File: src/rtl/perf_counter_bank.sv
// rtl/perf_counter_bank.sv - bank of event counters with sticky overflow, snapshot shadows and indexed read port
module perf_counter_bank #(
  parameter int NUM_CNT  = 8,
  parameter int WIDTH    = 32,
  parameter int SATURATE = 0,
  parameter int IDX_W    = (NUM_CNT > 1) ? $clog2(NUM_CNT) : 1
) (
  input  logic               clk,
  input  logic               rst,
  input  logic [NUM_CNT-1:0] inc,
  input  logic               freeze,
  input  logic               clr_all,
  input  logic               clr_en,
  input  logic [IDX_W-1:0]   clr_idx,
  input  logic               snap,
  input  logic               rd_en,
  input  logic [IDX_W-1:0]   rd_idx,
  input  logic               rd_shadow,
  output logic               rd_valid,
  output logic [WIDTH-1:0]   rd_data,
  output logic               rd_ovf,
  output logic               ovf_any
);

  localparam logic [WIDTH-1:0] ALL_ONES = {WIDTH{1'b1}};

  logic [WIDTH-1:0]   cnt        [NUM_CNT];
  logic [WIDTH-1:0]   shadow     [NUM_CNT];
  logic [NUM_CNT-1:0] ovf;
  logic [NUM_CNT-1:0] shadow_ovf;

  logic [WIDTH-1:0]   sel_data;
  logic               sel_ovf;

  // Live counters and shadows: rst > clr_all > channel clear > increment.
  // Shadows always capture the pre-update live values of the same cycle.
  always_ff @(posedge clk) begin
    if (rst || clr_all) begin
      for (int i = 0; i < NUM_CNT; i++) begin
        cnt[i]    <= '0;
        shadow[i] <= '0;
      end
      ovf        <= '0;
      shadow_ovf <= '0;
    end else begin
      if (snap) begin
        for (int i = 0; i < NUM_CNT; i++) begin
          shadow[i] <= cnt[i];
        end
        shadow_ovf <= ovf;
      end
      for (int i = 0; i < NUM_CNT; i++) begin
        // An out-of-range clr_idx never matches any channel, so it is ignored.
        if (clr_en && (clr_idx == IDX_W'(i))) begin
          cnt[i] <= '0;
          ovf[i] <= 1'b0;
        end else if (inc[i] && !freeze) begin
          if (cnt[i] == ALL_ONES) begin
            ovf[i] <= 1'b1;
            cnt[i] <= (SATURATE != 0) ? ALL_ONES : '0;
          end else begin
            cnt[i] <= cnt[i] + 1'b1;
          end
        end
      end
    end
  end

  // Read mux; out-of-range indices fall through to zero.
  always_comb begin
    sel_data = '0;
    sel_ovf  = 1'b0;
    for (int i = 0; i < NUM_CNT; i++) begin
      if (rd_idx == IDX_W'(i)) begin
        sel_data = rd_shadow ? shadow[i]     : cnt[i];
        sel_ovf  = rd_shadow ? shadow_ovf[i] : ovf[i];
      end
    end
  end

  // Registered read response; data holds when no read is issued.
  always_ff @(posedge clk) begin
    if (rst) begin
      rd_valid <= 1'b0;
      rd_data  <= '0;
      rd_ovf   <= 1'b0;
    end else if (rd_en) begin
      rd_valid <= 1'b1;
      rd_data  <= sel_data;
      rd_ovf   <= sel_ovf;
    end else begin
      rd_valid <= 1'b0;
    end
  end

  // Overflow summary taken straight from the flag registers.
  always_comb begin
    ovf_any = |ovf;
  end

endmodule

File: config.mk
export PLATFORM = sky130hd
export DESIGN_NAME = perf_counter_bank
export DESIGN_NICKNAME = d
export VERILOG_FILES = /design/src/rtl/perf_counter_bank.sv
export SDC_FILE = /design/constraint.sdc
export NUM_CORES = 1
export LEC_CHECK = 0
export BUFFER_PORTS_ARGS = -buffer_cell sky130_fd_sc_hd__buf_4
export CORE_ASPECT_RATIO = 1.5
export CORE_MARGIN = 5
export CORE_UTILIZATION = 55
export DETAILED_ROUTE_END_ITERATION = 16
export GPL_TIMING_DRIVEN = 0
export PLACE_DENSITY = 0.69
export SYNTH_ARGS = -nofsm -noshare
export SYNTH_HDL_FRONTEND = slang
export SYNTH_SLANG_ARGS = --single-unit
File: constraint.sdc
create_clock -name clk -period 15.7 [get_ports clk]
set_input_delay 1.57 -clock clk [delete_from_list [all_inputs] [get_ports clk]]
set_output_delay 1.57 -clock clk [all_outputs]
set_load 0.02 [all_outputs]
==> flow_summary.ini, run 1 <==
[cells_and_area]
seqCellArea_um2 = 16380
drive_gt1_share_pct = 8.621
num_antenna_cells = 0
multi_input_area_um2 = 12380
nets = 2768
fill_cells = 4350
area_delta_synth_final_pct = 11.36
layout_common_cells = edfxtp_1 (512), nor2_1 (296), mux2i_1 (265), and3_1 (224), clkbuf_1 (137)
fin_cells = 3473
final_common_cell = edfxtp_1

[route]
ant_nets = 0
wire_per_inst_um = 25.34
vias = 21880
dr.pass1.iters = 5
drt_wl_total_um = 88000
drtIter0Drc = 1791
drc_errors = 0
via_per_inst = 6.301

[timing]
period_share_pct = 25.92
setup_tns_ps = 0
fin_crit_ps = 4070
rsz0062_at_grt = false
drv_slew = 0
hold-worst-slack_ps = 455.8
setup_viol = 0
finalHoldViolCount = 0
skew_ps = 24.01
worstMarginPinSlew_ps = 1185
maxSlewHeadroom_pct = 20.70
max_freq_ghz = 0.2457

[global_route]
grt_usage_pct = 29.37
grt.overflow.total = 0
grt_pass1_wl_um = 130200
grt_max_degree = 63
first_global_vias = 21630
antenna_found_initial = 1

[die]
io_pins = 57
die_h_um = 294.3
num_rows = 104
dieArea_um2 = 58720
initial_core_util_pct = 55.41
core_area_um2 = 53480
die_x_um = 199.5

[place]
place.gp.congestion = 0.9880
dpl.cell_count = 3371
portBuffers = 54
hpwlAfterDp_um = 64750

[setup_path]
slowest_delay_ps = 830
cp_max_fo = 10
crit_slowest_cell = a211oi_1
cpMostUsedCell = clkbuf_1
start_kind = input pin
cp_cell_sequence = buf_4 -> clkbuf_1 -> nand3b_1 -> clkbuf_1 -> o22ai_1 -> a211oi_1 -> a221oi_1 -> a21o_1
cp.arrival_ps = 4570
worstPathRequired_ps = 16200
critical_path_class = in -> reg
end_kind = flop

[clocking]
cts-resized-gates = 0
clock_path_buffers = 3
cts_setup_buffers = 0
cts_sinks = 562
cts_tree = done
cts.reportedPaths.clkPinSlew_ps = 60
ctsHoldBuffers = 0
cts-root-buf = clkbuf_16
cts_htree_levels = 2
cts_buffers = 54
clock_latency_ps = 630

[logic_synthesis]
synthesis.nets = 2653
synth_top_area_share_pct = 51.88
ys_async_sr_fraction_pct = 0
ys_warn_count = 0
ys_seq_area_share_pct = 55.26
synth_top_area_cell = edfxtp_1
synth_edf_count = 512
synth_cells = 2623
synth_area_per_cell_um2 = 11.30
synth_seq_cells = 562
ys.flop_type = edfxtp_1
syn-cell-area_um2 = 29630
synth_cell_types = 63
synthTopCellsByArea = edfxtp_1 (52%), mux2i_1 (9.0%), and3_1 (4.7%), nor2_1 (3.7%), xor2_1 (3.7%)

[job]
max_cap_violations = 0

[power_and_ir_drop]
ir_drop_v = 0.0001014
static-leakage-power_nw = 12.87
p_per_area_nw_per_um2 = 106.1

[worst_hold_path]
hold_path_class = reg -> reg

[run_status]
status = finished, final reports clean
==> through the flow <==
step	setup slack [ps]	util, %	power, mW	instance area, µm²
after floorplan	7731	-	1.957	29630
after detailed placement	11060	58.06	2.086	31050
after global placement	4935	57.78	2.082	30900
after CTS	11660	61.68	3.505	32990
after global routing	11630	61.70	3.596	33000
final	11630	61.70	3.503	33000
==> final timing paths <==
kind	start	endpoint	slack [ps]	depth (start not counted)
min	rd_data[20]	rd_data[20]	460	1
min reg2reg	rd_data[20]	rd_data[20]	460	1
max	rd_idx[0]	rd_data[14]	11630	8
max reg2reg	cnt[1][96]	cnt[1][122]	12760	7
==> logic make-up after synthesis <==
family	share of synthesized area, %
and+or+nand+nor	18.40
DFF	55.26
AOI/OAI and AO/OA	6.962
muxes	9.217
xor gates and xnor gates	6.738
buffers and inverters	3.086
adders and majority gates	0.3378
==> worst max-delay path, delay by kind of cell <==
family,cells,cell delay (ps)
AO/OA/AOI/OAI,4,1570
buffers and inverters,3,1060
AND/OR/NAND/NOR,1,360
==> routing by layer <==
metal  track usage (%)  share of wire, %  wire (µm)  vias up
li1                  -                 -          -    10000
met2             49.70                50      43650      821
met1             35.42                37      32560    10820
met5                 0             0.015         13        -
met3             3.877               5.8       5134      238
met4             18.17               7.5       6641        2
==> cell type report <==
| type | instances | share of cell area (%) |
|---|---|---|
| timing repair buffer | 59 | 1.623 |
| tap | 689 | 2.612 |
| clock buffer | 78 | 4.804 |
| buffer | 179 | 2.351 |
| multi-input combinational | 1845 | 37.51 |
| sequential | 562 | 49.62 |
| clock inverter | 24 | 1.058 |
| inverter | 37 | 0.4209 |
==> where the power goes <==
part,switching (mW),internal [mW],total (mW),leakage [nW]
sequential,0.0736,1.70,1.78,6.31
combinational,0.188,0.0966,0.284,5.61
clock,0.593,0.849,1.44,0.944
total,0.855,2.65,3.50,12.9
==> flip-flops by register name, indices dropped and copies added (netlist names) <==
name and cells:
rd_ovf 1, cnt 256, shadow 256, rd_valid 1
shadow_ovf 8, rd_data 32, ovf 8
==> Yosys cell counts, drive strengths merged (34+ instances only) <==
master  count
nor4       41
nor2      306
nand4      68
and3      224
buf        55
a211oi     35
nand2      86
xor2      125
o22ai      34
nor3       37
nand3     126
clkbuf    124
and2       68
o21ai     100
mux2i     265
xnor2     103
dfxtp      50
inv        37
edfxtp    512
(Power assumes the default switching activity.)
==> run 2: changes to the inputs <==
- clock period: 15.7 -> 4 ns (I/O delays scaled with it)
==> run 2 against run 1 <==
Net effect: critical path depth is 2 lower; core utilization is 0.12 points lower; flip-flop and latch count stayed put; combinational power grew to 3.9 times the previous value; clock skew is 0.96 ps lower; critical endpoint is now cnt[1][45].
==> flow_summary.ini, run 2 (synthesis gave the netlist of run 1 again) <==
[cells_and_area]
reg.largest.list = cnt: 256 flops, shadow: 256 flops, rd_data: 32 flops
fin_area_um2 = 32940
final_common_cell = edfxtp_1
nets = 2770
num_antenna_cells = 0
area_delta_synth_final_pct = 11.14
final_util_pct = 61.59
layout_common_cells = edfxtp_1 (512), nor2_1 (296), mux2i_1 (265), and3_1 (224), clkbuf_1 (136)
fin_cells = 3476
drive_gt1_share_pct = 8.647

[place]
hpwlAfterDp_um = 66830
place.gp.congestion = 0.9611
place_area_um2 = 31050
dpl.cell_count = 3371
pre_cts_ws_ps = 470.5
portBuffers = 54

[power_and_ir_drop]
switching_share_pct = 24.93
static-leakage-power_nw = 12.86
ir_drop_v = 0.0004682
power_frac_comb_pct = 8.3
p_per_area_nw_per_um2 = 411.8
internal_power_mw = 10.18
switchingPower_mw = 3.382
seq_power_share_pct = 51.4
pwr-share-clk_pct = 40.3
design_power_total_mw = 13.56

[clocking]
clock_path_buffers = 3
clock_latency_ps = 640
cts_buffers = 56
ctsHoldBuffers = 0
cts-resized-gates = 0
cts_tree = done
cts_htree_levels = 2
cts_sinks = 562
cts.reportedPaths.clkPinSlew_ps = 70
cts_setup_buffers = 0
cts-root-buf = clkbuf_16

[setup_path]
cp-startpoint = cnt[1][32]
cp.arrival_ps = 3330
rrSetupSlack_ps = 1030
cp-endpoint = cnt[1][45]
r2r-end = cnt[1][45]
timing.rr.start = cnt[1][32]
worstPathRequired_ps = 4360
end_kind = flop
critical_path_class = reg -> reg
start_kind = flop
r2r_cells = 6
cp_max_fo = 10

[die]
dieArea_um2 = 58720
core_area_um2 = 53480
die_h_um = 294.3
io_pins = 57
die_x_um = 199.5
initial_core_util_pct = 55.41
num_rows = 104

[timing]
rsz0062_at_grt = false
fin_crit_ps = 2967
finalHoldViolCount = 0
setup_tns_ps = 0
drv_slew = 0
setup_slack_ps = 1033
skew_ps = 23.05
max_freq_ghz = 0.3371
hold-worst-slack_ps = 139.2
worstMarginPinSlew_ps = 1338
maxSlewHeadroom_pct = 10.56
period_share_pct = 74.16
setup_viol = 0

[route]
drtIter0Drc = 1867
ant_nets = 0
vias = 21890
met3_length_um = 5071
route.met2.wl_um = 45210
wire_per_inst_um = 25.74
drc_errors = 0
wl_met1_um = 32900
drt_wl_total_um = 89470
dr.pass1.iters = 6
top_layer = met4
via_per_inst = 6.298

[worst_hold_path]
whs_path_depth = 3
hold_path_class = in -> reg

[global_route]
grt_usage_pct = 29.98
grt_pass1_wl_um = 132400
grt_max_degree = 66
first_global_vias = 21300
grt.overflow.total = 0
antenna_found_initial = 0

[run_status]
status = finished, final reports clean

[job]
max_cap_violations = 0
## run 2: cell types whose count changed in the layout (fill, tap and decap cells not counted), moves of 2 or more
cell	before	now
bufinv_16	9	4
clkbuf_16	57	59
clkinv_1	4	6
clkinvlp_4	2	0
inv_4	0	2
inv_6	0	3
## run 2: critical path, stage by stage (launching register included)
cell and delay, ps:
edfxtp_1 450, ha_1 220, nand3_1 210, nor4_1 920
a31o_2 350, clkbuf_1 440, nor2_1 110
## run 2: power groups by stage
stage / Combinational [mW] / Sequential [mW] / Clock (mW)
final: 1.12 / 6.98 / 5.47
after detailed placement: 1.10 / 7.09 / 0
after global placement: 1.07 / 7.09 / 0
after floorplan: 0.657 / 7.01 / 0
after CTS: 1.11 / 6.97 / 5.52
after global routing: 1.18 / 7.01 / 5.77
## run 2: metal layers
layer	track usage, %	vias up
li1	-	9998
met1	36.14	10850
met2	51.25	834
met4	17.65	0
met3	3.842	211
met5	0	-
## run 2: area by class of cell
cell class / instances / area [µm²]
Fill cell: 4337 / 20540
Inverter: 37 / 138.9
Clock inverter: 25 / 235.2
Sequential cell: 562 / 16380
Multi-Input combinational cell: 1845 / 12380
Buffer: 179 / 775.7
Timing Repair Buffer: 59 / 528.0
Clock buffer: 80 / 1645
Tap cell: 689 / 862.1
## run 2: worst min-delay path by stage
stage	slack, ps	to	from
final	140	ovf[3]	clr_idx[0]
after global routing	160	ovf[3]	clr_idx[0]
after CTS	100	ovf[3]	clr_idx[0]
after detailed placement	440	rd_data[21]	rd_data[21]
after global placement	440	rd_data[5]	rd_data[5]
after floorplan	460	shadow_ovf[0]	shadow_ovf[0]
==> run 3: changes to the inputs <==
- clock period: 4 -> 2.89 ns (I/O delays scaled with it)
==> run 3 against run 2 <==
Net effect: global-route usage down 0.23 points; highest routed layer is now met5; clock power up 29%; first-iteration DRC count down 0.70%; hold slack worse by 77 ps; non-clock buffer count up 7; die area unchanged; flip-flop and latch count unchanged; critical endpoint is now cnt[0][58]; combinational power up 39%; core utilization down 0.18 points; register-to-register slack worse by 870 ps; maximum frequency up 8.9%; power up 35%.
==> flow_summary.ini, run 3 (synthesis gave the netlist of run 1 again) <==
[run_status]
status = finished, final reports clean

[timing]
fin_crit_ps = 2725
setup_viol = 0
rsz0062_at_grt = false
max_freq_ghz = 0.3670
worstMarginPinSlew_ps = 1204
drv_slew = 0
setup_tns_ps = 0
period_share_pct = 94.29
finalHoldViolCount = 0
maxSlewHeadroom_pct = 19.52
skew_ps = 25.98

[place]
place_area_um2 = 31030
portBuffers = 54
dpl.cell_count = 3370
hpwlAfterDp_um = 65600
place.gp.congestion = 1.004

[clocking]
ctsHoldBuffers = 0
clock_latency_ps = 620
cts.reportedPaths.clkPinSlew_ps = 70
cts_htree_levels = 2
cts_buffers = 54
cts_sinks = 562
clock_path_buffers = 3
cts-root-buf = clkbuf_16
cts_tree = done

[job]
max_cap_violations = 0

[route]
vias = 22000
route.met2.wl_um = 44120
ant_nets = 0
wire_per_inst_um = 25.53
drc_errors = 0
top_layer = met5
dr.pass1.iters = 6
met3_length_um = 5876
drt_wl_total_um = 88860
drtIter0Drc = 1854
wl_met1_um = 31890
via_per_inst = 6.320

[power_and_ir_drop]
design_power_total_mw = 18.29
static-leakage-power_nw = 12.82
p_per_area_nw_per_um2 = 556.8
ir_drop_v = 0.0005665

[setup_path]
rrSetupSlack_ps = 160
cp.arrival_ps = 3080
end_kind = flop
crit_slowest_cell = edfxtp_1
cp_max_fo = 10
critical_path_class = reg -> reg
worstPathRequired_ps = 3240
timing.rr.start = cnt[0][33]
slowest_delay_ps = 480
cpMostUsedCell = buf_4
r2r_cells = 9
start_kind = flop
cp_cell_sequence = ha_1 -> nand3_1 -> or3_1 -> clkbuf_1 -> nor3_4 -> a31o_2 -> buf_4 -> buf_4 -> nor2_1
r2r-end = cnt[0][58]

[global_route]
grt_usage_pct = 29.75
antenna_found_initial = 4
grt_pass1_wl_um = 131900
grt.overflow.total = 0
first_global_vias = 21540
grt_max_degree = 71

[die]
num_rows = 104
core_area_um2 = 53480
io_pins = 57
initial_core_util_pct = 55.41
dieArea_um2 = 58720
die_x_um = 199.5
die_h_um = 294.3

[cells_and_area]
fill_cells = 4374
reg.largest.list = cnt: 256 flops, shadow: 256 flops, rd_data: 32 flops
fin_area_um2 = 32840
final_common_cell = edfxtp_1
nets = 2775
drive_gt1_share_pct = 8.674
area_delta_synth_final_pct = 10.82
layout_common_cells = edfxtp_1 (512), nor2_1 (296), mux2i_1 (265), and3_1 (224), clkbuf_1 (134)
fin_cells = 3480

[worst_hold_path]
hold_path_class = in -> reg
whs_path_depth = 3
hold_start = clr_idx[0]
hold_end = ovf[3]
## run 3: cell types whose count changed in the layout (fill, tap and decap cells not counted), moves of 2 or more
cell       change
buf_4          +8
inv_4          -2
nor4_1         -3
clkbuf_8       -9
clkinv_1       +8
nor4_2         +2
clkbuf_16      -4
inv_6          -2
clkbuf_1       -2
clkinv_2       +5
## run 3: cell type report
type	instances	area (µm²)	area share [%]
multi-input cells	1845	12410	37.78
diodes	1	2.502	0.007620
repair buffers	66	568.0	1.730
inverters	37	138.9	0.4229
plain buffers	179	775.7	2.362
clock buffers	65	1414	4.305
well taps	689	862.1	2.625
clock inverters	36	297.8	0.9068
flip-flops and latches	562	16380	49.86
## run 3: worst max-delay path: cells and delay by family, from the launching register on
kind	cells	cell delay [ps]
compound gates	1	230
simple gates	4	920
fa+ha+maj	1	240
flops	1	480
buf+inv	3	610
## run 3: power breakdown
group	leakage [nW]	internal [mW]	switching, mW
clock	0.846	3.92	3.16
combinational	5.66	0.523	1.03
sequential	6.31	9.25	0.396
## run 3: metal layers
metal	global-route usage, %	vias to the layer above
li1	-	10010
met2	50.17	871
met3	4.425	261
met1	35.44	10850
met4	18.93	2
met5	0	-
## run 3: how the worst max path moves through the flow
stage / startpoint / end / depth (start not counted)
after floorplan: snap / shadow[0][0] / 2
after global placement: snap / shadow[1][79] / 2
after detailed placement: clr_all / cnt[1][46] / 5
after CTS: cnt[1][32] / cnt[1][49] / 6
after global routing: cnt[0][0] / cnt[0][21] / 8
final: cnt[0][33] / cnt[0][58] / 9
## run 3: per-stage QoR
step           setup slack (ps)  utilization, %  hold slack [ps]
2_1_floorplan             54.62               -            460.1
3_3_place_gp              -1141           57.79            437.9
3_5_place_dp             -423.9           58.01            441.6
4_1_cts                   38.63           61.23            13.56
5_1_grt                   20.51           61.40            67.92
6_report                  165.0           61.41            61.86
## run 3: what timing repair did
action	in CTS	in global routing
endpoints found under the setup margin	43	121
gates resized for setup	1	3
buffers inserted	0	8
pin swaps	1	3
